## src/rtl/clic_pkg.sv

```systemverilog
// Shared CLIC definitions: acceptor FSM states, privilege mode encodings and
// the interrupt eligibility rule also used by the CSR-side mnxti logic.
package clic_pkg;

  localparam int N_SOURCE = 256;
  localparam int SRC_W    = $clog2(N_SOURCE);
  localparam int PRIO_W   = 8;
  localparam int MODE_W   = 2;

  typedef enum logic {
    IDLE,
    REQ
  } irq_acc_state_e;

  typedef enum logic [MODE_W-1:0] {
    MODE_U = 2'd0,
    MODE_S = 2'd1,
    MODE_M = 2'd3
  } priv_mode_e;

  // An interrupt targeting a more privileged mode is always taken. One that
  // targets the current mode needs the global enable and a level strictly
  // above both the running level and the threshold. Level 0 means "no
  // interrupt" and never qualifies.
  function automatic logic clic_irq_eligible(
    input logic [MODE_W-1:0] irq_mode,
    input logic [MODE_W-1:0] cur_mode,
    input logic              irq_en,
    input logic [PRIO_W-1:0] irq_level,
    input logic [PRIO_W-1:0] cur_level,
    input logic [PRIO_W-1:0] thresh
  );
    logic [PRIO_W-1:0] floor_level;
    floor_level = (cur_level > thresh) ? cur_level : thresh;
    return (irq_level != '0) &&
           ((irq_mode > cur_mode) ||
            ((irq_mode == cur_mode) && irq_en && (irq_level > floor_level)));
  endfunction

endpackage

```

## src/rtl/clic_irq_acceptor.sv

```systemverilog
// Core-side receiver of the CLIC valid/ready + kill_req/kill_ack handshake.
// Captures an eligible offer, raises a registered trap request to the core,
// and completes, yields or withdraws the handshake as conditions change.
module clic_irq_acceptor
  import clic_pkg::*;
#(
  parameter  int N_SOURCE  = clic_pkg::N_SOURCE,
  parameter  int PrioWidth = PRIO_W,
  parameter  int ModeWidth = MODE_W,
  localparam int SrcWidth  = $clog2(N_SOURCE)
) (
  input  logic                 clk_i,
  input  logic                 rst_i,
  input  logic                 irq_valid_i,
  output logic                 irq_ready_o,
  input  logic [SrcWidth-1:0]  irq_id_i,
  input  logic [PrioWidth-1:0] irq_level_i,
  input  logic [ModeWidth-1:0] irq_mode_i,
  input  logic                 irq_kill_req_i,
  output logic                 irq_kill_ack_o,
  input  logic [ModeWidth-1:0] cur_mode_i,
  input  logic                 irq_en_i,
  input  logic [PrioWidth-1:0] cur_level_i,
  input  logic [PrioWidth-1:0] thresh_i,
  output logic                 core_irq_req_o,
  output logic [SrcWidth-1:0]  core_irq_id_o,
  output logic [PrioWidth-1:0] core_irq_level_o,
  output logic [ModeWidth-1:0] core_irq_mode_o,
  input  logic                 core_irq_ack_i
);

  irq_acc_state_e       state_q;
  logic                 req_q;
  logic [SrcWidth-1:0]  id_q;
  logic [PrioWidth-1:0] level_q;
  logic [ModeWidth-1:0] mode_q;

  logic eligible;
  logic take;
  logic withdraw;

  // Handshake decode: the core commit outranks a kill arriving in the same
  // cycle, matching the CLIC which checks valid&ready before kill.
  always_comb begin
    eligible = clic_irq_eligible(irq_mode_i, cur_mode_i, irq_en_i,
                                 irq_level_i, cur_level_i, thresh_i);
    take     = (state_q == REQ) && core_irq_ack_i && irq_valid_i;
    withdraw = !irq_valid_i || (irq_id_i != id_q) || !eligible;
    // Pulses are suppressed while reset is asserted so the CLIC never sees a
    // completion or abort for a handshake that reset is discarding.
    irq_ready_o    = !rst_i && take;
    irq_kill_ack_o = !rst_i && irq_kill_req_i && !take;
  end

  // Acceptor FSM with registered request and captured interrupt attributes.
  // NOTE: sequential state uses non-blocking (<=) so every register samples
  // pre-edge values; blocking here would create order-dependent races.
  always_ff @(posedge clk_i) begin
    if (rst_i) begin
      state_q <= IDLE;
      req_q   <= 1'b0;
      id_q    <= '0;
      level_q <= '0;
      mode_q  <= MODE_U;
    end else begin
      case (state_q)
        IDLE: begin
          if (irq_valid_i && eligible && !irq_kill_req_i) begin
            state_q <= REQ;
            req_q   <= 1'b1;
            id_q    <= irq_id_i;
            level_q <= irq_level_i;
            mode_q  <= irq_mode_i;
          end
        end
        REQ: begin
          // Commit, kill and withdraw all return to IDLE; captured values
          // are held so the core can still read what it just took.
          if (take || irq_kill_req_i || withdraw) begin
            state_q <= IDLE;
            req_q   <= 1'b0;
          end
        end
        default: begin
          state_q <= IDLE;
          req_q   <= 1'b0;
        end
      endcase
    end
  end

  assign core_irq_req_o   = req_q;
  assign core_irq_id_o    = id_q;
  assign core_irq_level_o = level_q;
  assign core_irq_mode_o  = mode_q;

endmodule

```

## config.mk

```make
export PLATFORM = sky130hd
export DESIGN_NAME = clic_irq_acceptor
export DESIGN_NICKNAME = d
export VERILOG_FILES = /design/src/rtl/clic_pkg.sv /design/src/rtl/clic_irq_acceptor.sv
export SDC_FILE = /design/constraint.sdc
export NUM_CORES = 1
export LEC_CHECK = 0
export CORE_ASPECT_RATIO = 0.75
export CORE_MARGIN = 4
export CORE_UTILIZATION = 35
export DETAILED_ROUTE_END_ITERATION = 10
export GPL_TIMING_DRIVEN = 0
export PLACE_DENSITY = 0.8
export REMOVE_ABC_BUFFERS = 1
export SKIP_LAST_GASP = 1
export SLEW_MARGIN = 20
export SYNTH_ARGS = -nofsm -noshare
export SYNTH_HDL_FRONTEND = slang
export SYNTH_SLANG_ARGS = --single-unit
```

## constraint.sdc

```tcl
create_clock -name clk_i -period 3.8 [get_ports clk_i]
set_input_delay 0.76 -clock clk_i [delete_from_list [all_inputs] [get_ports clk_i]]
set_output_delay 0.76 -clock clk_i [all_outputs]
set_load 0.01 [all_outputs]
```

==> metrics, run 1 <==
status finished, final reports clean; layout cells sized above 1 19.7%; Main synth FF type dfxtp_1; number of DRC markers in iteration 0 44; Core Box Area 3730 um2; Slew Limit Fails 0; antenna-violating nets left 0; GRT Util Overall 14.8%; Setup TNS 0 ns; largest net degree at the start of global routing 23; mean post-synth cell area 9.23 um2; final setup vio count 0; crit path buf inv count 5; H-tree depth 1; P_leak 0.00112 uW; CTS Buf Count 3; gr ovfl total 0; DR WL/cell 13.4 um; # diodes 0; Fill cells 347; final RePlAce weighted congestion 0.684; initial core utilization 36.8%; Multi-input gate area 975 um2; initial antenna violation count 0; CTS sink cnt 20; clock latency on the worst-skew pair 0.25 ns; Max clock buf depth 2; Seq/Total Area, Yosys 29.1%; number of buffers inserted by hold repair at cts 0; fmax 272 MHz; row count 19; DR pass1 iterations 4; CP Max Fanout 6; vias in the first global route 1367; IO Port Bufs 62; DP HPWL 2.76 mm; async set or reset register ratio after synthesis 0%; Max-Cap Viols 0; Worst VDD drop 264 uV; Mapped Cells 149; first-pass GRT wire length 6.02 mm; Clock Skew 0.00136 ns; Synth-to-Final Area Change 64.1%; CP Launch Type primary input; final hold violation count 0; DR vias/cell 4.74; CP max-delay cell o31a_2; Synth Register Bits 20; Post-Syn Area 1380 um2; most used cell, CP buf_6; Worst Path Arrival 3.79 ns; CTS tree done; CP peak stage delay 0.36 ns; hold crit path type reg2reg; CTS Root Cell clkbuf_8; Slew HR 47.5%; period utilization 96.7%; Required @ worst endpoint 3.92 ns; chip width 80.4 um; Pwr Density 263 nW/um2; CP Capture Type register; worst slew pin tran 0.784 ns; Largest delay share family, worst path compound AO/OA/AOI/OAI gates; Final nets 284; crit-path cells buf_6 > inv_4 > ha_4 > nor2b_1 > o21ai_1 > nand2b_1 > a21oi_2 > o31a_2 > buf_6 > mux2_4 > ha_1 > nand4_1 > o2111ai_2 > a221oi_2 > o211ai_1 > buf_4 > buf_8 > mux2i_2 > nor2_1; minimum clock period 3.67 ns; Die Ht 62.3 um; worst hold margin 0.494 ns; post-synthesis cell type count 30; Storage cell area 400 um2; DRC errors left 0; Post-synth EDFFs 0; final WL 3.68 mm; Warnings, synthesis 0; routed vias 1304; overall die area 5010 um2; critical path class in2reg; CTS clk-pin slew, worst paths 0.07 ns; Boundary Pins 63
==> placed cells by master (no fill, tap or decap), drive strengths merged <==
cell           count
o211ai             3
nand3              2
o21ai              3
dlymetal6s2s       6
nor2b              5
mux2               1
and3b              1
xor2               8
a21o               1
o22ai              1
nand2              2
nor3               1
o21a               1
inv               12
dfxtp             20
ha                18
nand4              4
a211oi             1
nand2b             2
a21oi              6
nor4               4
clkdlybuf4s50     46
clkbuf            12
a221oi             1
o31a               1
buf               15
mux2i             25
nor2              20
o2111ai            1
==> path summary, 6_finish.rpt <==
kind              cells past startpoint  slack, ns                start                  end
hold reg to reg                       2       0.49  core_irq_level_o[2]  core_irq_level_o[2]
setup reg to reg                      5       2.32     core_irq_id_o[7]       core_irq_req_o
setup / recovery                     19       0.13          thresh_i[1]     core_irq_id_o[4]
hold / removal                        2       0.49  core_irq_level_o[2]  core_irq_level_o[2]
==> stage by stage <==
stage / total power [uW] / area, um2 / instances / util [%] / setup WS [ns]
after floorplan: 320 / 1330 / 144 / - / -0.705
after detailed placement: 410 / 2040 / 261 / 54.6 / -0.953
final: 595 / 2260 / 275 / 60.5 / 0.125
after global routing: 635 / 2260 / 275 / 60.5 / -0.0536
after CTS: 589 / 2210 / 274 / 59.2 / 0.0107
after global placement: 407 / 2020 / 258 / 54.0 / -1.94
==> synthesized netlist by cell type (3+ instances only) <==
library cell | count | area, um2
xor2_1 | 8 | 70.1
a21oi_1 | 6 | 30.0
ha_1 | 18 | 225
nor2_1 | 20 | 75.1
inv_1 | 12 | 45.0
nor2b_1 | 5 | 31.3
mux2i_1 | 25 | 250
o211ai_1 | 3 | 22.5
dfxtp_1 | 20 | 400
nor4_1 | 4 | 25.0
nand4_1 | 4 | 25.0
==> cell type report <==
class,count,area share (%)
timing repair buffer,75,31.7
tap,52,2.88
inverter,12,2.11
sequential,20,17.7
clock buffer,4,2.44
multi-input combinational,112,43.2
==> flip-flops by register name, summed over array words and instances (netlist names) <==
signal            flops
core_irq_id_o         8
core_irq_level_o      8
core_irq_mode_o       2
core_irq_req_o        1
state_q               1
==> where the power goes <==
| part | switching (uW) | internal, uW | leakage (uW) | total, uW |
|---|---|---|---|---|
| Sequential | 5.94 | 219 | 0.000162 | 225 |
| Clock | 65.3 | 92.0 | 0.0000288 | 157 |
| Combinational | 89.5 | 123 | 0.000925 | 213 |
==> per-layer routing <==
layer / track usage, % / vias up / wire length, um
met1: 17.8 / 591 / 1640
li1: - / 673 / -
met4: 2.53 / 0 / 20
met3: 4.62 / 2 / 209
met5: 0 / - / 0
met2: 25.7 / 38 / 1810
==> cells by family after synthesis <==
family / synth area share, %
buf+inv: 6.46
xor+xnor: 5.10
fa+ha+maj: 16.4
mux: 19.0
flops: 29.1
compound gates: 9.37
simple gates: 14.6
==> worst reg2reg max path, delay by kind of cell (launching register included) <==
kind,cells,cell delay [ns]
simple gates,3,0.70
compound gates,1,0.19
xor+xnor,1,0.16
flops,1,0.33
==> timing repair <==
item                       in CTS  in global routing
setup endpoints to repair      20                 19
pin swaps                      11                 14
resized for setup              22                 41
buffers inserted                9                  1
No activity file was read; power rests on OpenSTA's default activity.
==> run 2, diff against run 1 <==
--- a/config.mk
+++ b/config.mk
@@ -6,14 +6,14 @@
 export NUM_CORES = 1
 export LEC_CHECK = 0
 export CORE_ASPECT_RATIO = 0.75
-export CORE_MARGIN = 4
+export CORE_MARGIN = 10
 export CORE_UTILIZATION = 35
+export CTS_BUF_LIST = sky130_fd_sc_hd__clkbuf_2
 export DETAILED_ROUTE_END_ITERATION = 10
 export GPL_TIMING_DRIVEN = 0
 export PLACE_DENSITY = 0.8
 export REMOVE_ABC_BUFFERS = 1
 export SKIP_LAST_GASP = 1
-export SLEW_MARGIN = 20
 export SYNTH_ARGS = -nofsm -noshare
 export SYNTH_HDL_FRONTEND = slang
 export SYNTH_SLANG_ARGS = --single-unit
==> run 2 against run 1 <==
Net effect: critical path depth decreased by 2; count of clock-buffer cells in the layout decreased by 1; maximum frequency increased by 1.4%; final area decreased by 2.7%; total power decreased by 13%; hold slack improved by 0.026 ns; via count decreased by 1.8%; first-iteration DRC count decreased by 41%; setup slack improved by 0.052 ns; core utilization decreased by 1.6 points; register-to-register slack got worse by 0.03 ns; combinational power decreased by 3%; critical path type unchanged.
==> metrics, run 2 (synthesized netlist as in run 1, its figures left out) <==
status finished, final reports clean; Required @ worst endpoint 4.00 ns; routed vias 1281; Internal 360 uW; first-pass GRT wire length 6.09 mm; CTS Buf Count 3; final WL 3.99 mm; Worst VDD drop 146 uV; DR WL/cell 14.8 um; largest net degree at the start of global routing 23; overall die area 6860 um2; period utilization 95.3%; RSZ-0062 raised after global routing false; Storage cell area 400 um2; part of the power in the clock network 16.7%; area of placed instances 2030 um2; post-route cell area 2200 um2; IO Port Bufs 62; CP max-delay cell mux2_1; Core Box Area 3730 um2; final worst slack 0.177 ns; CTS clk-pin slew, worst paths 0.19 ns; final hold violation count 0; Worst Path Arrival 3.82 ns; GRT Util Overall 10.8%; worst slew pin tran 0.804 ns; Die Ht 74.3 um; layout cells sized above 1 14.2%; Synth-to-Final Area Change 59.8%; antenna-violating nets left 0; number of DRC markers in iteration 0 26; placed insts 260; minimum clock period 3.62 ns; commonest non-fill, non-tap cell in the layout clkdlybuf4s50_1; Slew Limit Fails 0; Pwr Density 236 nW/um2; hold crit path type reg2reg; power share of the sequential group 43.4%; most frequent cells in the layout clkdlybuf4s50_1 (46), mux2i_1 (23), nor2_1 (20), dfxtp_1 (20), ha_1 (13); Boundary Pins 63; # diodes 0; crit-path cells clkdlybuf4s15_1 > ha_4 > a21o_1 > a21oi_2 > nor2b_1 > o22ai_1 > o31a_2 > buf_6 > mux2_1 > ha_1 > nand4_1 > o2111ai_2 > a221oi_2 > o211ai_1 > buf_4 > mux2i_1 > nor2_1; CP peak stage delay 0.31 ns; gr ovfl total 0; DRC errors left 0; initial antenna violation count 0; CTS sink cnt 20; DP Worst Slack -0.979 ns; Max-Cap Viols 0; Slew HR 46.2%; CP Launch Type primary input; chip width 92.4 um; DR vias/cell 4.74; vias in the first global route 1285; Clock Skew 0.00358 ns; Final nets 280; clock latency on the worst-skew pair 0.31 ns; final RePlAce weighted congestion 0.707; critical path class in2reg; Max clock buf depth 2; row count 19; Multi-input gate area 967 um2; Fill cells 340; CTS tree done; fmax 276 MHz; initial core utilization 36.8%; CTS Root Cell clkbuf_2; DR pass1 iterations 3; Net Switching 160 uW; CP Max Fanout 8; final setup vio count 0; H-tree depth 1; Layout Utilization 58.9%; Finished Layout Cells 270; DP HPWL 3.15 mm; Setup TNS 0 ns; number of buffers inserted by hold repair at cts 0; sw frac 30.7%; CP Capture Type register; P_leak 0.00110 uW; combinational power share 39.9%
-- run 2: changes by cell type in the layout (fill, tap and decap cells not counted), sizes merged --
cell	previous run	this run
clkbuf	12	6
dlygate4sd2	0	2
buf	15	9
clkdlybuf4s15	0	2
dlymetal6s2s	6	9
-- run 2: critical path, delay by kind of cell --
family                   cells  cell delay [ns]
AO/OA/AOI/OAI                7             1.24
adder cells (fa/ha/maj)      2             0.55
multiplexers                 2             0.46
buffers and inverters        3             0.58
AND/OR/NAND/NOR              3             0.20
-- run 2: power groups by stage --
stage          Combinational [uW]  Clock, uW  Sequential [uW]
3_3_place_gp                  179          0              229
5_1_grt                       226       99.6              227
2_1_floorplan                86.8          0              233
6_report                      207       87.0              225
3_5_place_dp                  181          0              230
4_1_cts                       197       92.2              226
-- run 2: repair_timing --
| action | CTS | global route |
|---|---|---|
| gates resized for setup | 20 | 23 |
| setup endpoints to repair | 20 | 19 |
| pin swaps | 11 | 13 |
| setup buffers | 5 | 2 |
-- run 2: worst paths after layout --
check / start / to / slack (ns) / cells after the start
hold reg to reg: state_q / state_q / 0.52 / 1
setup / recovery: cur_level_i[5] / core_irq_id_o[5] / 0.18 / 17
setup reg to reg: core_irq_id_o[7] / core_irq_req_o / 2.29 / 5
hold / removal: state_q / state_q / 0.52 / 1
-- run 2: per-layer routing --
metal	GRT usage (%)	up-vias	routed length [um]
met5	0	-	0
met4	0.512	0	18
met3	5.63	2	340
met2	18.2	39	1790
met1	12.7	573	1840
li1	-	667	-
-- run 2: area by class of cell --
class,count,area share [%]
tap,52,2.96
sequential,20,18.2
clock buffer,3,0.683
multi-input combinational,112,44.0
timing repair buffer,71,32.1
inverter,12,2.05
-- run 2: through the flow --
step           hold WS [ns]  total power [uW]
2_1_floorplan         0.454               320
5_1_grt               0.533               553
6_report              0.520               520
3_3_place_gp          0.476               408
3_5_place_dp          0.489               411
4_1_cts               0.521               514
